$ cat src/rtl/round_controller_if.sv
// round_controller_if: groups the per-frame game events and the match-control
// outputs of the round sequencer into one bundle.
//
// Signalling: there is no backpressure anywhere on this bundle. hit_valid,
// frame_tick and pause_toggle are single-Clk qualifiers that the controller
// consumes in the cycle they are high (the controller is always ready);
// hit_victim/hit_attacker are meaningful only while hit_valid is high. All
// controller outputs are registered and change only after a Clk edge.
`timescale 1ns/1ps
interface round_controller_if #(
  parameter int NUM_PLAYERS = 2,
  parameter int SCORE_W     = 4,
  parameter int IDW         = 1
);
  // game-side events
  logic                         frame_tick;
  logic                         start;
  logic                         pause_toggle;
  logic                         hit_valid;
  logic [IDW-1:0]               hit_victim;
  logic [IDW-1:0]               hit_attacker;
  logic [NUM_PLAYERS-1:0]       base_hit;

  // match-control outputs
  logic [2:0]                   state;
  logic [NUM_PLAYERS*SCORE_W-1:0] scores;
  logic [NUM_PLAYERS-1:0]       alive;
  logic [NUM_PLAYERS-1:0]       eliminated;
  logic                         freeze;
  logic [7:0]                   countdown;
  logic                         round_reset;
  logic                         winner_valid;
  logic [IDW-1:0]               winner_id;

  // game side: produces events, observes the controller
  modport master (
    output frame_tick, start, pause_toggle, hit_valid, hit_victim,
           hit_attacker, base_hit,
    input  state, scores, alive, eliminated, freeze, countdown,
           round_reset, winner_valid, winner_id
  );

  // controller side
  modport slave (
    input  frame_tick, start, pause_toggle, hit_valid, hit_victim,
           hit_attacker, base_hit,
    output state, scores, alive, eliminated, freeze, countdown,
           round_reset, winner_valid, winner_id
  );
endinterface

$ cat src/rtl/round_controller.sv
// round_controller: N-player match sequencer for the tank game.
// Runs IDLE -> COUNTDOWN -> PLAY <-> PAUSE -> OVER, keeps per-player scores,
// respawn timers and base elimination, and drives freeze/round_reset.
// The FSM state is the public 'state' output, so checkers can bind to it.
`timescale 1ns/1ps
module round_controller #(
  parameter int NUM_PLAYERS      = 2,
  parameter int SCORE_W          = 4,
  parameter int WIN_SCORE        = 5,
  parameter int RESPAWN_FRAMES   = 60,
  parameter int COUNTDOWN_FRAMES = 180,
  parameter int IDW              = (NUM_PLAYERS <= 2) ? 1 : $clog2(NUM_PLAYERS)
) (
  input  logic              Clk,
  input  logic              Reset,
  round_controller_if.slave bus
);

  typedef enum logic [2:0] {
    IDLE      = 3'd0,
    COUNTDOWN = 3'd1,
    PLAY      = 3'd2,
    PAUSE     = 3'd3,
    OVER      = 3'd4
  } state_t;

  localparam logic [SCORE_W-1:0] SCORE_MAX   = '1;
  localparam logic [SCORE_W-1:0] SCORE_WIN   = SCORE_W'(WIN_SCORE);
  localparam logic [7:0]         RESP_LOAD   = 8'(RESPAWN_FRAMES);
  localparam logic [7:0]         CD_LOAD     = 8'(COUNTDOWN_FRAMES);

  // registered state and outputs
  state_t                         state_q;
  logic [NUM_PLAYERS*SCORE_W-1:0] scores_q;
  logic [NUM_PLAYERS-1:0]         alive_q;
  logic [NUM_PLAYERS-1:0]         elim_q;
  logic [NUM_PLAYERS*8-1:0]       resp_q;
  logic                           freeze_q;
  logic [7:0]                     countdown_q;
  logic                           round_reset_q;
  logic                           winner_valid_q;
  logic [IDW-1:0]                 winner_id_q;

  // next values for one PLAY cycle (hits, respawn and base hits merged)
  logic [NUM_PLAYERS*SCORE_W-1:0] play_scores;
  logic [NUM_PLAYERS-1:0]         play_alive;
  logic [NUM_PLAYERS-1:0]         play_elim;
  logic [NUM_PLAYERS*8-1:0]       play_resp;
  logic                           hit_ok;
  logic                           score_win;
  logic [IDW-1:0]                 score_win_id;
  logic                           elim_win;
  logic [IDW-1:0]                 elim_win_id;
  logic [SCORE_W-1:0]             cur_score;
  logic [SCORE_W-1:0]             nxt_score;
  logic [SCORE_W-1:0]             best_score;
  logic [IDW-1:0]                 best_id;
  logic [IDW-1:0]                 last_id;
  int                             remaining;

  // Evaluate the effects of this cycle's events as if the FSM were in PLAY.
  // Acceptance decisions use the registered alive/eliminated flags, so a
  // player respawning this very cycle cannot be hit until the next one.
  always_comb begin
    play_scores  = scores_q;
    play_alive   = alive_q;
    play_elim    = elim_q;
    play_resp    = resp_q;
    hit_ok       = 1'b0;
    score_win    = 1'b0;
    score_win_id = '0;
    elim_win     = 1'b0;
    elim_win_id  = '0;
    cur_score    = '0;
    nxt_score    = '0;
    best_score   = '0;
    best_id      = '0;
    last_id      = '0;
    remaining    = 0;

    // respawn timers run on frame ticks; reaching zero revives the tank
    if (bus.frame_tick) begin
      for (int i = 0; i < NUM_PLAYERS; i++) begin
        if (resp_q[i*8 +: 8] != 8'd0 && !elim_q[i]) begin
          play_resp[i*8 +: 8] = resp_q[i*8 +: 8] - 8'd1;
          if (resp_q[i*8 +: 8] == 8'd1) play_alive[i] = 1'b1;
        end
      end
    end

    // a hit on a live, in-range victim kills it and reloads its timer;
    // the reload overrides any decrement applied above
    if (bus.hit_valid) begin
      for (int i = 0; i < NUM_PLAYERS; i++) begin
        if (bus.hit_victim == IDW'(i) && alive_q[i]) begin
          hit_ok              = 1'b1;
          play_alive[i]       = 1'b0;
          play_resp[i*8 +: 8] = RESP_LOAD;
        end
      end
    end

    // the attacker scores unless it shot itself or has lost its base
    if (hit_ok && bus.hit_attacker != bus.hit_victim) begin
      for (int i = 0; i < NUM_PLAYERS; i++) begin
        if (bus.hit_attacker == IDW'(i) && !elim_q[i]) begin
          cur_score = scores_q[i*SCORE_W +: SCORE_W];
          nxt_score = (cur_score == SCORE_MAX) ? cur_score
                                               : cur_score + SCORE_W'(1);
          play_scores[i*SCORE_W +: SCORE_W] = nxt_score;
          if (nxt_score == SCORE_WIN) begin
            score_win    = 1'b1;
            score_win_id = IDW'(i);
          end
        end
      end
    end

    // base destruction removes the player for the rest of the match
    for (int i = 0; i < NUM_PLAYERS; i++) begin
      if (bus.base_hit[i]) begin
        play_elim[i]        = 1'b1;
        play_alive[i]       = 1'b0;
        play_resp[i*8 +: 8] = 8'd0;
      end
    end

    // survivors after this cycle's base hits
    for (int i = 0; i < NUM_PLAYERS; i++) begin
      if (!play_elim[i]) begin
        remaining = remaining + 1;
        last_id   = IDW'(i);
      end
    end

    // fallback winner when nobody survives: highest score, lowest index
    best_score = play_scores[0 +: SCORE_W];
    best_id    = '0;
    for (int i = 1; i < NUM_PLAYERS; i++) begin
      if (play_scores[i*SCORE_W +: SCORE_W] > best_score) begin
        best_score = play_scores[i*SCORE_W +: SCORE_W];
        best_id    = IDW'(i);
      end
    end

    if (remaining == 1) begin
      elim_win    = 1'b1;
      elim_win_id = last_id;
    end else if (remaining == 0) begin
      elim_win    = 1'b1;
      elim_win_id = best_id;
    end
  end

  // Match FSM with all outputs registered alongside the state.
  always_ff @(posedge Clk) begin
    if (Reset) begin
      state_q        <= IDLE;
      scores_q       <= '0;
      alive_q        <= '1;
      elim_q         <= '0;
      resp_q         <= '0;
      freeze_q       <= 1'b1;
      countdown_q    <= 8'd0;
      round_reset_q  <= 1'b0;
      winner_valid_q <= 1'b0;
      winner_id_q    <= '0;
    end else begin
      round_reset_q <= 1'b0;
      case (state_q)
        IDLE, OVER: begin
          if (bus.start) begin
            state_q        <= COUNTDOWN;
            countdown_q    <= CD_LOAD;
            round_reset_q  <= 1'b1;
            scores_q       <= '0;
            elim_q         <= '0;
            resp_q         <= '0;
            alive_q        <= '1;
            freeze_q       <= 1'b1;
            winner_valid_q <= 1'b0;
            winner_id_q    <= '0;
          end
        end

        COUNTDOWN: begin
          if (bus.frame_tick) begin
            if (countdown_q == 8'd1) begin
              state_q     <= PLAY;
              countdown_q <= 8'd0;
              freeze_q    <= 1'b0;
            end else begin
              countdown_q <= countdown_q - 8'd1;
            end
          end
        end

        PLAY: begin
          scores_q <= play_scores;
          alive_q  <= play_alive;
          elim_q   <= play_elim;
          resp_q   <= play_resp;
          if (score_win) begin
            state_q        <= OVER;
            freeze_q       <= 1'b1;
            winner_valid_q <= 1'b1;
            winner_id_q    <= score_win_id;
          end else if (elim_win) begin
            state_q        <= OVER;
            freeze_q       <= 1'b1;
            winner_valid_q <= 1'b1;
            winner_id_q    <= elim_win_id;
          end else if (bus.pause_toggle) begin
            state_q  <= PAUSE;
            freeze_q <= 1'b1;
          end
        end

        PAUSE: begin
          if (bus.pause_toggle) begin
            state_q  <= PLAY;
            freeze_q <= 1'b0;
          end
        end

        default: state_q <= IDLE;
      endcase
    end
  end

  assign bus.state        = state_q;
  assign bus.scores       = scores_q;
  assign bus.alive        = alive_q;
  assign bus.eliminated   = elim_q;
  assign bus.freeze       = freeze_q;
  assign bus.countdown    = countdown_q;
  assign bus.round_reset  = round_reset_q;
  assign bus.winner_valid = winner_valid_q;
  assign bus.winner_id    = winner_id_q;

endmodule

$ cat src/flat_wrapper.sv
// flat-port wrapper written by rule: the top's interface ports become plain ports
module round_controller_flat 
#(
  parameter int NUM_PLAYERS      = 2,
  parameter int SCORE_W          = 4,
  parameter int WIN_SCORE        = 5,
  parameter int RESPAWN_FRAMES   = 60,
  parameter int COUNTDOWN_FRAMES = 180,
  parameter int IDW              = (NUM_PLAYERS <= 2) ? 1 : $clog2(NUM_PLAYERS)
)
  (Clk, Reset, bus_frame_tick, bus_start, bus_pause_toggle, bus_hit_valid, bus_hit_victim, bus_hit_attacker, bus_base_hit, bus_state, bus_scores, bus_alive, bus_eliminated, bus_freeze, bus_countdown, bus_round_reset, bus_winner_valid, bus_winner_id);
  round_controller_if #(.NUM_PLAYERS(NUM_PLAYERS), .SCORE_W(SCORE_W), .IDW(IDW)) bus_i ();
  input  logic Clk;
  input  logic Reset;
  input wire logic [$bits(bus_i.frame_tick)-1:0] bus_frame_tick;
  input wire logic [$bits(bus_i.start)-1:0] bus_start;
  input wire logic [$bits(bus_i.pause_toggle)-1:0] bus_pause_toggle;
  input wire logic [$bits(bus_i.hit_valid)-1:0] bus_hit_valid;
  input wire logic [$bits(bus_i.hit_victim)-1:0] bus_hit_victim;
  input wire logic [$bits(bus_i.hit_attacker)-1:0] bus_hit_attacker;
  input wire logic [$bits(bus_i.base_hit)-1:0] bus_base_hit;
  output wire logic [$bits(bus_i.state)-1:0] bus_state;
  output wire logic [$bits(bus_i.scores)-1:0] bus_scores;
  output wire logic [$bits(bus_i.alive)-1:0] bus_alive;
  output wire logic [$bits(bus_i.eliminated)-1:0] bus_eliminated;
  output wire logic [$bits(bus_i.freeze)-1:0] bus_freeze;
  output wire logic [$bits(bus_i.countdown)-1:0] bus_countdown;
  output wire logic [$bits(bus_i.round_reset)-1:0] bus_round_reset;
  output wire logic [$bits(bus_i.winner_valid)-1:0] bus_winner_valid;
  output wire logic [$bits(bus_i.winner_id)-1:0] bus_winner_id;
  assign bus_i.frame_tick = bus_frame_tick;
  assign bus_i.start = bus_start;
  assign bus_i.pause_toggle = bus_pause_toggle;
  assign bus_i.hit_valid = bus_hit_valid;
  assign bus_i.hit_victim = bus_hit_victim;
  assign bus_i.hit_attacker = bus_hit_attacker;
  assign bus_i.base_hit = bus_base_hit;
  assign bus_state = bus_i.state;
  assign bus_scores = bus_i.scores;
  assign bus_alive = bus_i.alive;
  assign bus_eliminated = bus_i.eliminated;
  assign bus_freeze = bus_i.freeze;
  assign bus_countdown = bus_i.countdown;
  assign bus_round_reset = bus_i.round_reset;
  assign bus_winner_valid = bus_i.winner_valid;
  assign bus_winner_id = bus_i.winner_id;
  round_controller #(.NUM_PLAYERS(NUM_PLAYERS), .SCORE_W(SCORE_W), .WIN_SCORE(WIN_SCORE), .RESPAWN_FRAMES(RESPAWN_FRAMES), .COUNTDOWN_FRAMES(COUNTDOWN_FRAMES), .IDW(IDW)) u_core (.Clk(Clk), .Reset(Reset), .bus(bus_i));
endmodule
$ cat config.mk
export PLATFORM = sky130hd
export DESIGN_NAME = round_controller_flat
export DESIGN_NICKNAME = d
export VERILOG_FILES = /design/src/rtl/round_controller_if.sv /design/src/rtl/round_controller.sv /design/src/flat_wrapper.sv
export SDC_FILE = /design/constraint.sdc
export NUM_CORES = 1
export LEC_CHECK = 0
export CELL_PAD_IN_SITES_DETAIL_PLACEMENT = 0
export CELL_PAD_IN_SITES_GLOBAL_PLACEMENT = 1
export CORE_MARGIN = 2
export CORE_UTILIZATION = 40
export CTS_CLUSTER_DIAMETER = 100
export DETAILED_ROUTE_END_ITERATION = 12
export MAX_ROUTING_LAYER = met4
export PLACE_DENSITY_LB_ADDON = 0.1
export SYNTH_ARGS = -nofsm -noshare
export SYNTH_HDL_FRONTEND = slang
export SYNTH_SLANG_ARGS = --single-unit
$ cat constraint.sdc
create_clock -name Clk -period 3.07 [get_ports Clk]
set_input_delay 0.307 -clock Clk [delete_from_list [all_inputs] [get_ports Clk]]
set_output_delay 0.307 -clock Clk [all_outputs]
set_load 0.01 [all_outputs]
Yosys cells after proc, flatten, opt, wreduce, memory -nomap -nowiden
Index checks and enable logic that the tools add are counted.

storage, ports and cells
  register bits = 43
  bits of input ports = 10
  output and inout port bits = 27
  logic and storage cells = 142

operators by class
  $add $sub $neg = 6
  $lt $le $gt $ge = 1
  equality and inequality tests = 19
  mux-type cells = 80
  bitwise operators = 3
  reductions and logical operators = 23

operators with widths
  operator             number
  $mux 8               11
  $mux 16              3
  $mux 1               41
  $eq 32x2->1 const B  1
  $logic_not 32->1     1
  $mux 32              1
  $pmux 16 s2          1
  $pmux 8 s2           2
  $eq 8x1->1 const B   3
  $sub 8x1->8 const B  3
  $mux 3               7
  $mux 4               4
  $reduce_bool 8->1    2
  $pmux 3 s4           1
  $add 4x1->4 const B  2
  $eq 4x3->1 const B   2
  $eq 4x4->1 const B   2
  $mux 2               4
  $pmux 2 s2           2
  $logic_and 1x1->1    7
  $eq 3x2->1 const B   2
  $ne 2x2->1 const B   3
  $reduce_and 3->1     2
  $reduce_and 6->1     1
  18 further kinds     24

Longest topological paths before layout
  word-level depth = 14
  gate-level depth with buffers = 11
  depth with buffers taken out = 11

Worst setup path before layout
No wires, ideal clock.

  kind = flip-flop to flip-flop
  start point = register u_core.scores_q[4], in the netlist u_core.bus.scores[4]
  end point = register u_core.winner_id_q, in the netlist u_core.bus.winner_id
  setup time = 122 ps
  data arrival time = 2,150 ps
  data required time = 2,948 ps
  setup slack = 798 ps
  stages on the path, launching flop included = 11
  path buffers = 0
  period minus slack after synthesis = 2,272 ps
  cell sequence = dfxtp_1 > ha_1 > nand3_1 > nand4b_1 > mux2_2 > ha_1 > nand2b_1 > a21oi_1 > o2111ai_1 > a21oi_1 > nand3b_1

between the ends
  word-level cells in the longest chain between the ends = 11
  elaborated cells between the ends (all ways) = 21
  those cells by class = add/sub: 1; order compare: 1; eq/ne: 3; mux: 15; reduce/logical: 1

ends and longest elaborated chain
  element                                    RTL line                                          text
  start: declaration                         round_controller.sv:34                            logic [NUM_PLAYERS*SCORE_W-1:0] scores_q;
  start signal: assignment                   round_controller.sv:199                           scores_q <= play_scores;
  $add 4x1->4 or $eq 4x4->1 (tied branches)  round_controller.sv:109, round_controller.sv:108
  $mux 4                                     round_controller.sv:108                           nxt_score = (cur_score == SCORE_MAX) ? cur_score
  $mux 4                                     round_controller.sv:106                           if (bus.hit_attacker == IDW'(i) && !elim_q[i]) begin
  $mux 8                                     round_controller.sv:104                           if (hit_ok && bus.hit_attacker != bus.hit_victim) begin
  $gt 4x4->1                                 round_controller.sv:140                           if (play_scores[i*SCORE_W +: SCORE_W] > best_score) begin
  $mux 1                                     round_controller.sv:140
  $mux 1                                     round_controller.sv:149                           end else if (remaining == 0) begin
  $mux 1                                     round_controller.sv:146                           if (remaining == 1) begin
  $mux 1                                     round_controller.sv:208                           end else if (elim_win) begin
  $mux 1                                     round_controller.sv:203                           if (score_win) begin
  $pmux 1 s2                                 round_controller.sv:170                           case (state_q)
  end signal: assignment                     round_controller.sv:207                           winner_id_q <= score_win_id;
  end signal: assignment                     round_controller.sv:212                           winner_id_q <= elim_win_id;
  end: declaration                           round_controller.sv:42                            logic [IDW-1:0] winner_id_q;

Several ways; a longest one is shown, not always the timed one. The select of a mux whose other input is x is not followed.
A chain may end at the register's enable or synchronous reset.

Worst setup path after layout
  start point = input bus_hit_victim
  end point = register u_core.winner_id_q, in the netlist u_core.bus.winner_id

between the ends
  word-level cells in the longest chain between the ends = 14
  elaborated cells between the ends (all ways) = 20
  those cells by class = order compare: 1; eq/ne: 2; mux: 12; bitwise: 1; reduce/logical: 4

ends and longest elaborated chain
  element               RTL line                 text
  start: declaration    flat_wrapper.sv:19       input wire logic [$bits(bus_i.hit_victim)-1:0] bus_hit_victim;
  $not 1->1             round_controller.sv:95   if (bus.hit_victim == IDW'(i) && alive_q[i]) begin
  $logic_and 1x1->1     round_controller.sv:95
  $mux 1 (2 in series)  round_controller.sv:95
  $mux 1                round_controller.sv:93   if (bus.hit_valid) begin
  $logic_and 1x1->1 *   round_controller.sv:104
  $mux 8                round_controller.sv:104
  $gt 4x4->1            round_controller.sv:140
  $mux 1                round_controller.sv:140
  $mux 1                round_controller.sv:149
  $mux 1                round_controller.sv:146
  $mux 1                round_controller.sv:208
  $mux 1                round_controller.sv:203
  $pmux 1 s2            round_controller.sv:170

Mark *: on every way between the ends. The rest lies on a longest branch, timed or not. The select of a mux whose other input is x is not followed.

==> flow_summary.ini <==
[drt]
num_vias = 2610
viasPerCell = 5.70
drt_wl_total_mm = 7.04
drc = 0
drtIter0Drc = 137
antenna_left = 0
first_pass_iters = 5
routedWlPerCell_um = 15.4

[run_status]
status = finished, final reports clean

[placed_design]
numPortBuffers = 36
pre_cts_ws_ns = 0.301
dp_hpwl_mm = 5.24
gp_congestion = 0.894
placed_area_sq_um = 3130

[worst_setup_path]
crit_arrival_ns = 2.64
worstSetupPathType = input port to flop
reg2reg_from = u_core.bus.scores[5]
rr_endpoint = u_core.bus.winner_id
end_kind = flop
start_kind = input port
crit_fanout = 5
reg2reg_slack_ns = 0.63
required_ns = 3.26
path_cells = clkdlybuf4s50_1 -> nand3b_1 -> nor3b_1 -> nand4b_1 -> a21boi_0 -> ha_1 -> o21ai_0 -> a21oi_1 -> o2111ai_1 -> a21oi_1 -> nand3b_1
cpMaxStageDelayCell = clkdlybuf4s50_1
max_stage_delay_ns = 0.46
reg2reg_depth = 10

[final_layout]
antenna_cells = 0
layout_common_cells = dfxtp_1, nor2_1, clkdlybuf4s50_1
seqCellArea_sq_um = 861
final_net_count = 406
multi_input_area_sq_um = 1680
syn2layout_area_growth_pct = 21.7
drive_above_1_share_pct = 6.82
layout_commonest_cell = dfxtp_1
filler_cell_count = 644
finish.instance_area_sq_um = 3230

[clocking]
clockRootBuffer = clkbuf_8
postCtsHoldBufs = 0
htreeDepth = 2
cts_buffers = 5
cts_tree = yes
clk_pin_slew_worst_paths_ns = 0.09
ctsResizeCount = 0
clock_path_buffers = 2
cts_setup_buffers = 0
cts.sinks = 43
clk_latency_ns = 0.29

[synthesis]
synthCells = 340
synth.distinct_cells = 58
syn_avg_cell_area_sq_um = 7.82
synthArstFlopShare_pct = 0
synth_fp_nets = 366
yosys.area.top_type = dfxtp_1
synth_area_leaders = dfxtp_1, ha_1, nor2_1, nand2_1, nand3_1
synth_edf_count = 0
netlist_area_sq_um = 2660
ys_seq_area_share_pct = 32.4
synth-seq-cells = 43
synth_top_area_share_pct = 32.4
synth_flop_cell = dfxtp_1
ys_warn_count = 0

[sta]
rsz0062_at_grt = no
finalHoldViolations = 0
timing.final.crit_period_ns = 2.46
fmax_mhz = 407
slew_headroom_pct = 43.8
setup_ws_ns = 0.614
setup_viol = 0
finClkSkew_ns = 0.00498
slew_violations = 0
fin_crit_sh_pct = 80.0
setup_tns_ns = 0
tightest_slew_ns = 0.839

[worst_hold_path]
hold_depth = 2
hold_path.class = flop to flop
holdCritStartpoint = u_core.bus.winner_valid
hold_end = u_core.bus.winner_valid

[run]
cap_viol_max_count = 0

[global_routing]
grt_pass1_wl_mm = 12.0
grtUsageTotal_pct = 20.8
first_global_vias = 2427
antenna_found_initial = 0
grt_max_degree = 24
grt-ovfl-total = 0

[floorplanning]
initial_utilization_pct = 41.6
io_pins = 37
rows = 29
core-area_sq_um = 6390
die_w_um = 85.5
die-height_um = 85.5
die-area_sq_um = 7310

[power_and_ir_drop]
ir_drop_mv = 0.244
power.density_nw_per_um2 = 377
p_leak_uw = 0.00127
## routing by layer
metal,routed length (um),track usage (%)
met3,275,3.37
met2,3190,32.1
met4,125,5.63
met5,0,-
met1,3440,28.5
## stage by stage
stage                     total power (uW)  util [%]  cells  hold WS (ns)
after detailed placement               823      49.0    450         0.478
final                                 1220      50.6    458         0.484
after floorplan                        734         -    340         0.447
after global routing                  1290      50.6    458         0.504
after CTS                             1240      50.6    458         0.492
after global placement                 824      49.0    450         0.466
## Yosys cell counts (4+ instances only)
cell type / number
nand3b_1: 6
inv_1: 22
and3_1: 6
nor2_1: 39
nand2_1: 30
a22oi_1: 4
ha_1: 16
nand2b_1: 6
xnor2_1: 7
a21oi_1: 18
dfxtp_1: 43
nor4_1: 4
nor3_1: 14
a21o_1: 4
nand3_1: 19
o211ai_1: 4
a31oi_1: 5
clkbuf_1: 10
o21ai_0: 17
## area by class of cell
| class | instances | share of cell area [%] |
|---|---|---|
| multi-input combinational | 265 | 51.9 |
| clock buffer | 7 | 2.98 |
| timing repair buffer | 43 | 12.8 |
| tap | 77 | 2.98 |
| inverter | 22 | 2.55 |
| sequential | 43 | 26.6 |
| clock inverter | 1 | 0.232 |
## power by group
part / total, uW / internal (uW) / switching, uW
clock: 408 / 205 / 203
sequential: 591 / 573 / 17.5
combinational: 220 / 97.6 / 122
## worst max-delay path, delay by kind of cell
kind | cells | cell delay [ns]
buffers and inverters | 1 | 0.46
and+or+nand+nor | 4 | 0.95
AOI/OAI and AO/OA | 5 | 0.61
adders and majority gates | 1 | 0.31
## registers in the layout, indices dropped and copies added (netlist names)
name	cells
u_core.bus.eliminated	2
u_core.bus.round_reset	1
u_core.bus.alive	2
u_core.bus.scores	8
u_core.bus.countdown	8
u_core.bus.winner_id	1
u_core.resp_q	16
u_core.bus.freeze	1
u_core.bus.state	3
u_core.bus.winner_valid	1
## logic make-up after synthesis
kind of cell | share of synthesized area, %
multiplexers | 1.18
AND/OR/NAND/NOR | 29.6
flip-flops | 32.4
AO/OA/AOI/OAI | 22.2
adder cells (fa/ha/maj) | 7.53
XOR/XNOR | 2.64
buffers and inverters | 4.52
## worst max path at each step
stage | from | cells past startpoint | to | slack, ns
global placement | bus_hit_victim | 11 | u_core.bus.winner_id | 0.37
floorplan | u_core.bus.scores[4] | 10 | u_core.bus.winner_id | 0.80
CTS | u_core.bus.scores[4] | 10 | u_core.bus.winner_id | 0.62
finish | bus_hit_victim | 11 | u_core.bus.winner_id | 0.61
detailed placement | bus_hit_victim | 11 | u_core.bus.winner_id | 0.30
global route | bus_hit_victim | 11 | u_core.bus.winner_id | 0.37
Note: power is estimated with default switching activity, not from simulation.
